[src/rtl/hex_target_issuer.sv]
`default_nettype none
// ============================================================================
// Module   : hex_target_issuer
// Purpose  : Issues one non-zero 8-bit hex target per request. Candidates come
//            from the LFSR word. A candidate is rejected if it is zero or if it
//            equals any of the last HIST_DEPTH issued targets. An accepted target
//            is written to TARGET_ADDR over a req/ack write port. It is then
//            fed back on cur_val so the LFSR can avoid it.
// Ports    : clk, rst (async, active-low)
//            rand_in      - LFSR word, low byte used
//            req / clear  - new-target request / flush history and abort
//            mem_wr_*     - write strobe, address, data, acknowledge
//            target, target_valid, cur_val - last accepted target
//            busy, done, err - status and single-cycle completion pulses
//            target_count - accepted-target counter
// Config   : `TARGET_COUNT_EN enables the accepted-target counter; when it is
//            undefined, target_count is tied to zero.
// Revision : 1.0 - initial release
// ============================================================================
module hex_target_issuer #(
    parameter int                HIST_DEPTH  = 4,
    parameter int                MAX_RETRY   = 8,
    parameter int                ADDR_W      = 16,
    parameter logic [ADDR_W-1:0] TARGET_ADDR = 16'h00F0
) (
    input  logic              clk,
    input  logic              rst,
    input  logic [15:0]       rand_in,
    input  logic              req,
    input  logic              clear,
    output logic              mem_wr_en,
    output logic [ADDR_W-1:0] mem_wr_addr,
    output logic [15:0]       mem_wr_data,
    input  logic              mem_wr_ack,
    output logic [7:0]        target,
    output logic              target_valid,
    output logic [15:0]       cur_val,
    output logic              busy,
    output logic              done,
    output logic              err,
    output logic [15:0]       target_count
);

    localparam int c_PTR_W = (HIST_DEPTH > 1) ? $clog2(HIST_DEPTH) : 1;
    localparam int c_RTY_W = $clog2(MAX_RETRY + 1);

    localparam logic [1:0] c_ST_IDLE   = 2'd0;
    localparam logic [1:0] c_ST_SAMPLE = 2'd1;
    localparam logic [1:0] c_ST_CHECK  = 2'd2;
    localparam logic [1:0] c_ST_WRITE  = 2'd3;

    logic [1:0]            r_state;
    logic [1:0]            w_state_nxt;
    logic [7:0]            r_cand;
    logic [c_RTY_W-1:0]    r_retry;
    logic [7:0]            r_hist [HIST_DEPTH];
    logic [HIST_DEPTH-1:0] r_hist_vld;
    logic [c_PTR_W-1:0]    r_wptr;
    logic [7:0]            r_target;
    logic                  r_target_valid;
    logic                  r_done;
    logic                  r_err;

    logic [HIST_DEPTH-1:0] w_match;
    logic                  w_reject;
    logic                  w_retry_last;
    logic                  w_commit;
    logic                  w_give_up;
    logic                  w_unused;

    // Only the low byte of the LFSR word forms a candidate.
    assign w_unused = ^rand_in[15:8];

    // Compare the candidate against every history slot in the same cycle.
    for (genvar gi = 0; gi < HIST_DEPTH; gi++) begin : g_hist_cmp
        assign w_match[gi] = r_hist_vld[gi] && (r_hist[gi] == r_cand);
    end

    assign w_reject     = (r_cand == 8'h00) || (|w_match);
    assign w_retry_last = (r_retry == c_RTY_W'(MAX_RETRY));

    always_comb begin
        w_state_nxt = r_state;
        w_commit    = 1'b0;
        w_give_up   = 1'b0;
        case (r_state)
            c_ST_IDLE:   if (req) w_state_nxt = c_ST_SAMPLE;
            c_ST_SAMPLE: w_state_nxt = c_ST_CHECK;
            c_ST_CHECK: begin
                if (!w_reject) begin
                    w_state_nxt = c_ST_WRITE;
                end else if (w_retry_last) begin
                    w_state_nxt = c_ST_IDLE;
                    w_give_up   = 1'b1;
                end else begin
                    w_state_nxt = c_ST_SAMPLE;
                end
            end
            c_ST_WRITE: begin
                if (mem_wr_ack) begin
                    w_state_nxt = c_ST_IDLE;
                    w_commit    = 1'b1;
                end
            end
            default: w_state_nxt = c_ST_IDLE;
        endcase
        // Clear aborts whatever is in flight without any completion pulse.
        if (clear) begin
            w_state_nxt = c_ST_IDLE;
            w_commit    = 1'b0;
            w_give_up   = 1'b0;
        end
    end

    always_ff @(posedge clk or negedge rst) begin
        if (!rst) r_state <= c_ST_IDLE;
        else      r_state <= w_state_nxt;
    end

    always_ff @(posedge clk or negedge rst) begin
        if (!rst) begin
            r_cand         <= 8'h00;
            r_retry        <= '0;
            r_hist_vld     <= '0;
            r_wptr         <= '0;
            r_target       <= 8'h00;
            r_target_valid <= 1'b0;
            r_done         <= 1'b0;
            r_err          <= 1'b0;
            for (int i = 0; i < HIST_DEPTH; i++) r_hist[i] <= 8'h00;
        end else begin
            r_done <= w_commit;
            r_err  <= w_give_up;
            if (r_state == c_ST_IDLE && req) begin
                r_retry <= '0;
            end
            if (r_state == c_ST_SAMPLE && !clear) begin
                r_cand  <= rand_in[7:0];
                r_retry <= r_retry + c_RTY_W'(1);
            end
            if (clear) begin
                r_hist_vld     <= '0;
                r_wptr         <= '0;
                r_target       <= 8'h00;
                r_target_valid <= 1'b0;
            end else if (w_commit) begin
                r_target           <= r_cand;
                r_target_valid     <= 1'b1;
                r_hist[r_wptr]     <= r_cand;
                r_hist_vld[r_wptr] <= 1'b1;
                // Circular buffer: the oldest entry is overwritten on wrap.
                r_wptr <= (r_wptr == c_PTR_W'(HIST_DEPTH - 1)) ? '0 : r_wptr + c_PTR_W'(1);
            end
        end
    end

`ifdef TARGET_COUNT_EN
    logic [15:0] r_target_count;

    // Counts accepted targets; only reset clears it, clear does not.
    always_ff @(posedge clk or negedge rst) begin
        if (!rst)          r_target_count <= 16'h0000;
        else if (w_commit) r_target_count <= r_target_count + 16'h0001;
    end

    assign target_count = r_target_count;
`else
    assign target_count = 16'h0000;
`endif

    // Write port is derived from the state register, so an async reset drops
    // the strobe immediately.
    assign mem_wr_en    = (r_state == c_ST_WRITE);
    assign mem_wr_addr  = mem_wr_en ? TARGET_ADDR : '0;
    assign mem_wr_data  = mem_wr_en ? {8'h00, r_cand} : 16'h0000;
    assign target       = r_target;
    assign target_valid = r_target_valid;
    assign cur_val      = {8'h00, r_target};
    assign busy         = (r_state != c_ST_IDLE);
    assign done         = r_done;
    assign err          = r_err;

endmodule
`default_nettype wire
[config.mk]
export PLATFORM = sky130hd
export DESIGN_NAME = hex_target_issuer
export DESIGN_NICKNAME = d
export VERILOG_FILES = /design/src/rtl/hex_target_issuer.sv
export SDC_FILE = /design/constraint.sdc
export NUM_CORES = 1
export LEC_CHECK = 0
export CELL_PAD_IN_SITES_DETAIL_PLACEMENT = 1
export CELL_PAD_IN_SITES_GLOBAL_PLACEMENT = 2
export CORE_MARGIN = 10
export CORE_UTILIZATION = 30
export DETAILED_ROUTE_END_ITERATION = 6
export PLACE_DENSITY = 0.9
export SLEW_MARGIN = 20
export SYNTH_ARGS = -nofsm -noshare
export SYNTH_HDL_FRONTEND = slang
export SYNTH_SLANG_ARGS = --single-unit
[constraint.sdc]
create_clock -name clk -period 2 [get_ports clk]
set_input_delay 0.5 -clock clk [delete_from_list [all_inputs] [get_ports clk]]
set_output_delay 0.5 -clock clk [all_outputs]
set_load 0.01 [all_outputs]
==> summary.txt <==
STA
  – Worst-case hold slack: 0.188 ns
  – Period Utilization, post-route: a little over nine tenths
  – Number of endpoints with negative hold slack in the final report: 0
  – Accumulated negative setup slack: 0 ns
  – Final number of max-transition violations: 0
  – Clock period minus final worst setup slack: 1.92 ns
  – Max Clock Skew: 0.00398 ns
  – Post-layout worst setup margin: between 0.08 and 0.09 ns
  – Measured slew at the worst slew-check pin: around 0.8 ns
  – Setup repair after global routing missed its margin: false
  – Maximum operating frequency: 522 MHz
  – Setup-failing EPs final: 0
  – Headroom to the max-slew limit: a little under half

Clock network
  – Clock tree from TritonCTS: built
  – Root cell of the clock tree: clkbuf_16
  – Number of buffers on the longest clock path: 2
  – TritonCTS sink count: 63
  – Clock latency reported for the late side of the worst-skew pair: approximately 0.32 ns
  – H-tree lvl count: 3
  – Clock transition at the registers of the reported paths: ~0.050 ns
  – TritonCTS Buffers: 9

Die
  – Die Wd: about 130 um
  – Total Die Area: roughly 16000 um^2
  – Effective utilization at floorplan: slightly above 30%
  – Number of placed I/O pins: between 90 and 100
  – Core Region: 11000 um^2
  – Die Y-Extent: around 130 um
  – Rows: 38

Final layout
  – Register cell area after layout: 1580 um^2
  – Post-Route Utilization: 38.5%
  – Area growth, synth to finish: 23.7%
  – Nets@finish: about 380
  – Number of diodes: 0
  – Fill count: roughly 1200
  – Combined area of the multi-input logic cells: about 1500 um^2
  – Share of final-layout standard cells stronger than drive strength 1: roughly a quarter

Global route
  – Initial antenna violation count: 0
  – Pin count of the biggest net entering global routing: between 60 and 70
  – Global-route usage over all layers: 10.9%
  – Gr ovfl total: 0
  – Vias in the first global route: ~2600
  – Wire length of the first global-routing pass: 14000 um

Drt
  – Routed WL: slightly below 9000 um
  – Vias/cell: roughly 4.5
  – Number of nets still failing antenna checks after routing: 0
  – Number of optimization iterations in the first detailed-route pass: 4
  – Average routed wire per standard cell: 17.7 um
  – Number of DRC violations after detailed routing: 0
  – Iter 0 DRT Violations: 104
  – Number of vias after detailed routing: 2245

Yosys
  – Synthesis-stage register bit count: 63
  – Count of synthesis-stage warnings from yosys: 0
  – Sequential fraction of the synthesis area: a little under half
  – Most frequently used flop master after synthesis: dfrtp_1
  – Yosys cell types: 35
  – Avg Cell Area, Syn: 11.7 um^2
  – Top-area cell type share of the netlist area: a little under half
  – Top post-synthesis cells by area: dfrtp_1 (46%), buf_4 (13%), mux2_2 (13%)
  – Fraction of registers with async set/reset: 100%
  – Post-Synthesis Cells: 293
  – Post-synthesis instance area: 3420 um^2
  – Count of flip-flops with a built-in enable after synthesis: 0
  – Largest area contributor in the synthesized netlist: dfrtp_1

Power
  – Power per standard cell area: around 1100 nW/um^2
  – Static leakage power: 2.16 nW
  – Worst vdd ir: about 0.43 mV
  – Tot Pwr: between 0.004 and 0.005 W

Worst setup path
  – Critical path capture point type: output port
  – Slowest Stage Delay on Critical Path: between 0.4 and 0.5 ns
  – Worst r2r path cells: 7
  – Reg-to-reg critical path endpoint: r_cand[1]$_DFFE_PN0P_
  – Worst setup endpoint: mem_wr_data[6]
  – Data arrival time of the critical path: between 1 and 1.5 ns
  – Reg2reg setup slack: around 0.16 ns
  – Critical path's top delay family: buffers and inverters
  – CP max stage cell: dfrtp_2
  – Cell Chain, Critical Path: buf_4 > and3_1 > dlygate4sd2_1
  – Combined buffer and inverter count along the critical path: 2
  – Origin of the worst setup path: r_state[0]$_DFFE_PN0P_
  – Startpoint type of the worst setup path: register
  – Startpoint-to-endpoint class of the critical path: register to output port
  – FF-to-FF Start: r_state[1]$_DFFE_PN0P_
  – Endpoint required time on the critical path: ~1.5 ns
  – Top fanout value on the critical path: 6
  – Cell depth of the worst setup path: 3

Run status
  – Result of the run: completed

Placed design
  – RD Place Congestion: roughly 0.73
  – Port Buf Inserts: 45
  – HPWL Detailed: approximately 6200 um
  – Dpl ws: -0.0911 ns

Hold path
  – Kind of path behind the tightest hold check: input port to async pin

Flow run
  – Maximum capacitance violations: 0
[per-stage QoR]
step           std cells  instance area [um^2]
5_1_grt              494                  4220
2_1_floorplan        336                  3580
6_report             494                  4220
3_5_place_dp         470                  3870
4_1_cts              492                  4200
3_3_place_gp         470                  3870
[cells in the mapped netlist (5+ instances only)]
library cell / n
dfrtp_1: 63
a22o_1: 12
mux2_2: 38
buf_4: 57
o21ai_0: 7
xnor2_1: 11
xor2_1: 22
inv_1: 11
and3_1: 8
ha_1: 6
buf_2: 9
nand2_1: 5
nor4_1: 5
[area by class of cell]
cell class	count	share of cell area [%]
Sequential cell	63	37.4
Multi-Input combinational cell	193	35.0
Timing Repair Buffer	71	15.9
Clock buffer	12	6.07
Tap cell	140	4.15
Inverter	11	0.977
Clock inverter	4	0.474
[logic make-up (layout without fill, tap and decap cells)]
family / Yosys count / count (layout) / share of synthesized area [%]
adder cells (fa/ha/maj): 6 / 6 / 2.20
other: 1 / 44 / 0.110
AO/OA/AOI/OAI: 29 / 29 / 6.52
buffers and inverters: 80 / 98 / 15.4
AND/OR/NAND/NOR: 40 / 40 / 7.66
XOR/XNOR: 33 / 33 / 8.46
flip-flops: 63 / 63 / 46.2
multiplexers: 41 / 41 / 13.5
[registers in the layout (all words and copies together) (netlist names)]
register / flops
r_hist_vld: 4
target_valid: 1
r_cand: 8
target: 8
r_state: 2
err: 1
r_retry: 4
r_wptr: 2
done: 1
r_hist: 32
[metal layers]
metal / vias up / GRT usage, % / routed length [um]
li1: 1014 / - / -
met1: 1158 / 12.0 / 3540
met2: 65 / 18.8 / 4490
met3: 8 / 4.41 / 646
met4: 0 / 2.95 / 65
met5: - / 0 / 0
[power by group]
| part | leakage (nW) | total (W) | switching, W | internal (W) |
|---|---|---|---|---|
| Combinational | 1.18 | 0.00157 | 0.000822 | 0.000751 |
| Clock | 0.142 | 0.00143 | 0.000532 | 0.000896 |
| Sequential | 0.842 | 0.00174 | 0.000232 | 0.00150 |
| Total | 2.16 | 0.00474 | 0.00159 | 0.00315 |
[worst reg2reg max path: stages, from the launching register on]
cell and delay, ns:
dfrtp_2 0.43, buf_4 0.17, buf_4 0.14, buf_4 0.14, nor3_1 0.21, buf_4 0.18
buf_4 0.14, mux2_2 0.33
[worst min path at each step]
stage / end / cells after the start / slack, ns
final: r_hist[20]$_DFFE_PN0P_ / 2 / 0.19
after global placement: r_hist[16]$_DFFE_PN0P_ / 1 / 0.49
after CTS: target[6]$_DFFE_PN0P_ / 2 / 0.20
after global routing: r_hist[20]$_DFFE_PN0P_ / 2 / 0.22
after detailed placement: r_retry[2]$_DFFE_PN0P_ / 1 / 0.49
after floorplan: done$_DFF_PN0_ / 0 / 0.20
[cell usage in the layout (no fill, tap or decap), drive strengths merged, types with 2 or more instances in the layout]
master,Yosys,final
dfrtp,63,63
conb,1,44
mux2,41,41
clkdlybuf4s50,0,30
buf,66,27
xor2,22,22
dlygate4sd2,0,14
a22o,12,12
clkbuf,3,12
inv,11,11
xnor2,11,11
nand2,10,10
and3,8,8
o21ai,7,7
ha,6,6
nor4,5,5
nand4,4,4
nor3,4,4
clkinv,0,4
nand3,3,3
nor2,3,3
a21oi,2,2
[timing repair]
| item | 4_1_cts | 5_1_grt |
|---|---|---|
| gates resized for setup | 22 | 0 |
| hold buffers | 0 | 0 |
| setup endpoints to repair | 14 | 1 |
| setup buffers | 6 | 2 |
No activity file was read; power rests on OpenSTA's default activity.
==> RTL edit: new RTL, config.mk and constraints unchanged <==
`HIST_DEPTH`: 4 -> 2.
--- a/src/rtl/hex_target_issuer.sv
+++ b/src/rtl/hex_target_issuer.sv
@@ -20,3 +20,3 @@
 module hex_target_issuer #(
-    parameter int                HIST_DEPTH  = 4,
+    parameter int                HIST_DEPTH  = 2,
     parameter int                MAX_RETRY   = 8,
Formal check against the unedited RTL: no difference found for any inputs over 10 cycles, from zero or initial values and one cycle with rst low; that may be too few to reach the edited logic, so the function may still have changed.
==> RTL edit against the unedited design <==
- maximum frequency shrank 1.2%
- final area shrank 25%
- routed wire length shrank 24%
- worst setup slack lost 23 ps
- sequential cell count shrank 19
- core utilization shrank 0.30 points
- total power shrank 24%
- area after synthesis shrank 24%
- largest cell class is now multi-input combinational cells
==> RTL edit: results <==
metrics = {
    "status": {
        "outcome": "finished clean",
    },
    "drt": {
        "met2_wirelength_um": 3364,
        "wl_met1_um": 2706,
        "wl_met3_um": 549,
        "drtIter0Drc": 70,
        "viasPerCell": 4.440,
        "wl_per_cell_um": 16.29,
    },
    "final_layout": {
        "seq-cell-share_pct": 34.85,
        "n_all_buffers": 75,
        "clkbuf_count": 7,
        "final.fill_count": 952,
        "n_all_inverters": 4,
        "num-nets-final": 327,
        "clock_area_share_pct": 3.042,
        "multi_input_area_share_pct": 35.56,
    },
    "logic_synthesis": {
        "yosysSeqAreaShare_pct": 42.64,
        "synth_cell_types": 36,
        "synthTopCellsByArea": "dfrtp_1 43%, buf_4 17%, mux2_2 11%",
        "synthTopCellsByCount": "57 x buf_4, 44 x dfrtp_1, 26 x mux2_2",
    },
    "clock_tree": {
        "numClockSinks": 44,
        "clock_latency_ps": 290,
        "cts.repair.resized": 17,
        "cts_setup_buffers": 4,
        "cts-root-buf": "clkbuf_8",
    },
    "pwr": {
        "power.density_mw_per_mm2": 1131,
        "vdd_drop_max_mv": 0.2900,
        "power_leakage_nw": 1.504,
    },
    "worst_setup_path": {
        "cp.arrival_ps": 1440,
        "worstSetupStartpoint": "r_state[1]",
        "cp_max_fo": 7,
        "regToRegSetupSlack_ps": 210,
        "crit_end": "busy",
        "cp_top_family": "buffers and inverters",
        "crit-reg2reg-capture": "r_cand[7]",
    },
    "grt": {
        "grt_use_total_pct": 10.35,
        "globalRouteMet3Util_pct": 3.698,
        "grt_pass1_wl_um": 10850,
    },
    "place": {
        "gp_congestion": 0.7917,
        "pre_cts_slack_ps": -75.58,
        "placedCellCount": 397,
        "dp_hpwl_um": 5250,
    },
    "sta": {
        "finalCritPeriodShare_pct": 97.01,
        "holdWs_ps": 136.1,
    },
    "hold_path": {
        "hp-class": "input pin to async pin",
    },
}
[RTL edit: cell count changes after synthesis, sizes merged, moves of 4 or more]
cell | unedited run | this run
a21oi | 2 | 9
a22o | 12 | 4
dfrtp | 63 | 44
ha | 6 | 2
inv | 11 | 4
mux2 | 41 | 26
nand2 | 10 | 23
nor2 | 3 | 8
xnor2 | 11 | 17
xor2 | 22 | 0
[RTL edit: cell families after synthesis]
group | share of synthesized area, %
buffers and inverters | 20.11
AND/OR/NAND/NOR | 12.11
flip-flops | 42.64
AO/OA/AOI/OAI | 6.929
multiplexers | 11.34
XOR/XNOR | 5.765
adder cells (fa/ha/maj) | 0.9688
other | 0.1452
[RTL edit: power breakdown]
part	leakage, nW	total, mW	switching (mW)	internal, mW
clock	0.0503	0.582	0.274	0.307
combinational	0.878	1.62	0.780	0.844
sequential	0.576	1.37	0.228	1.15
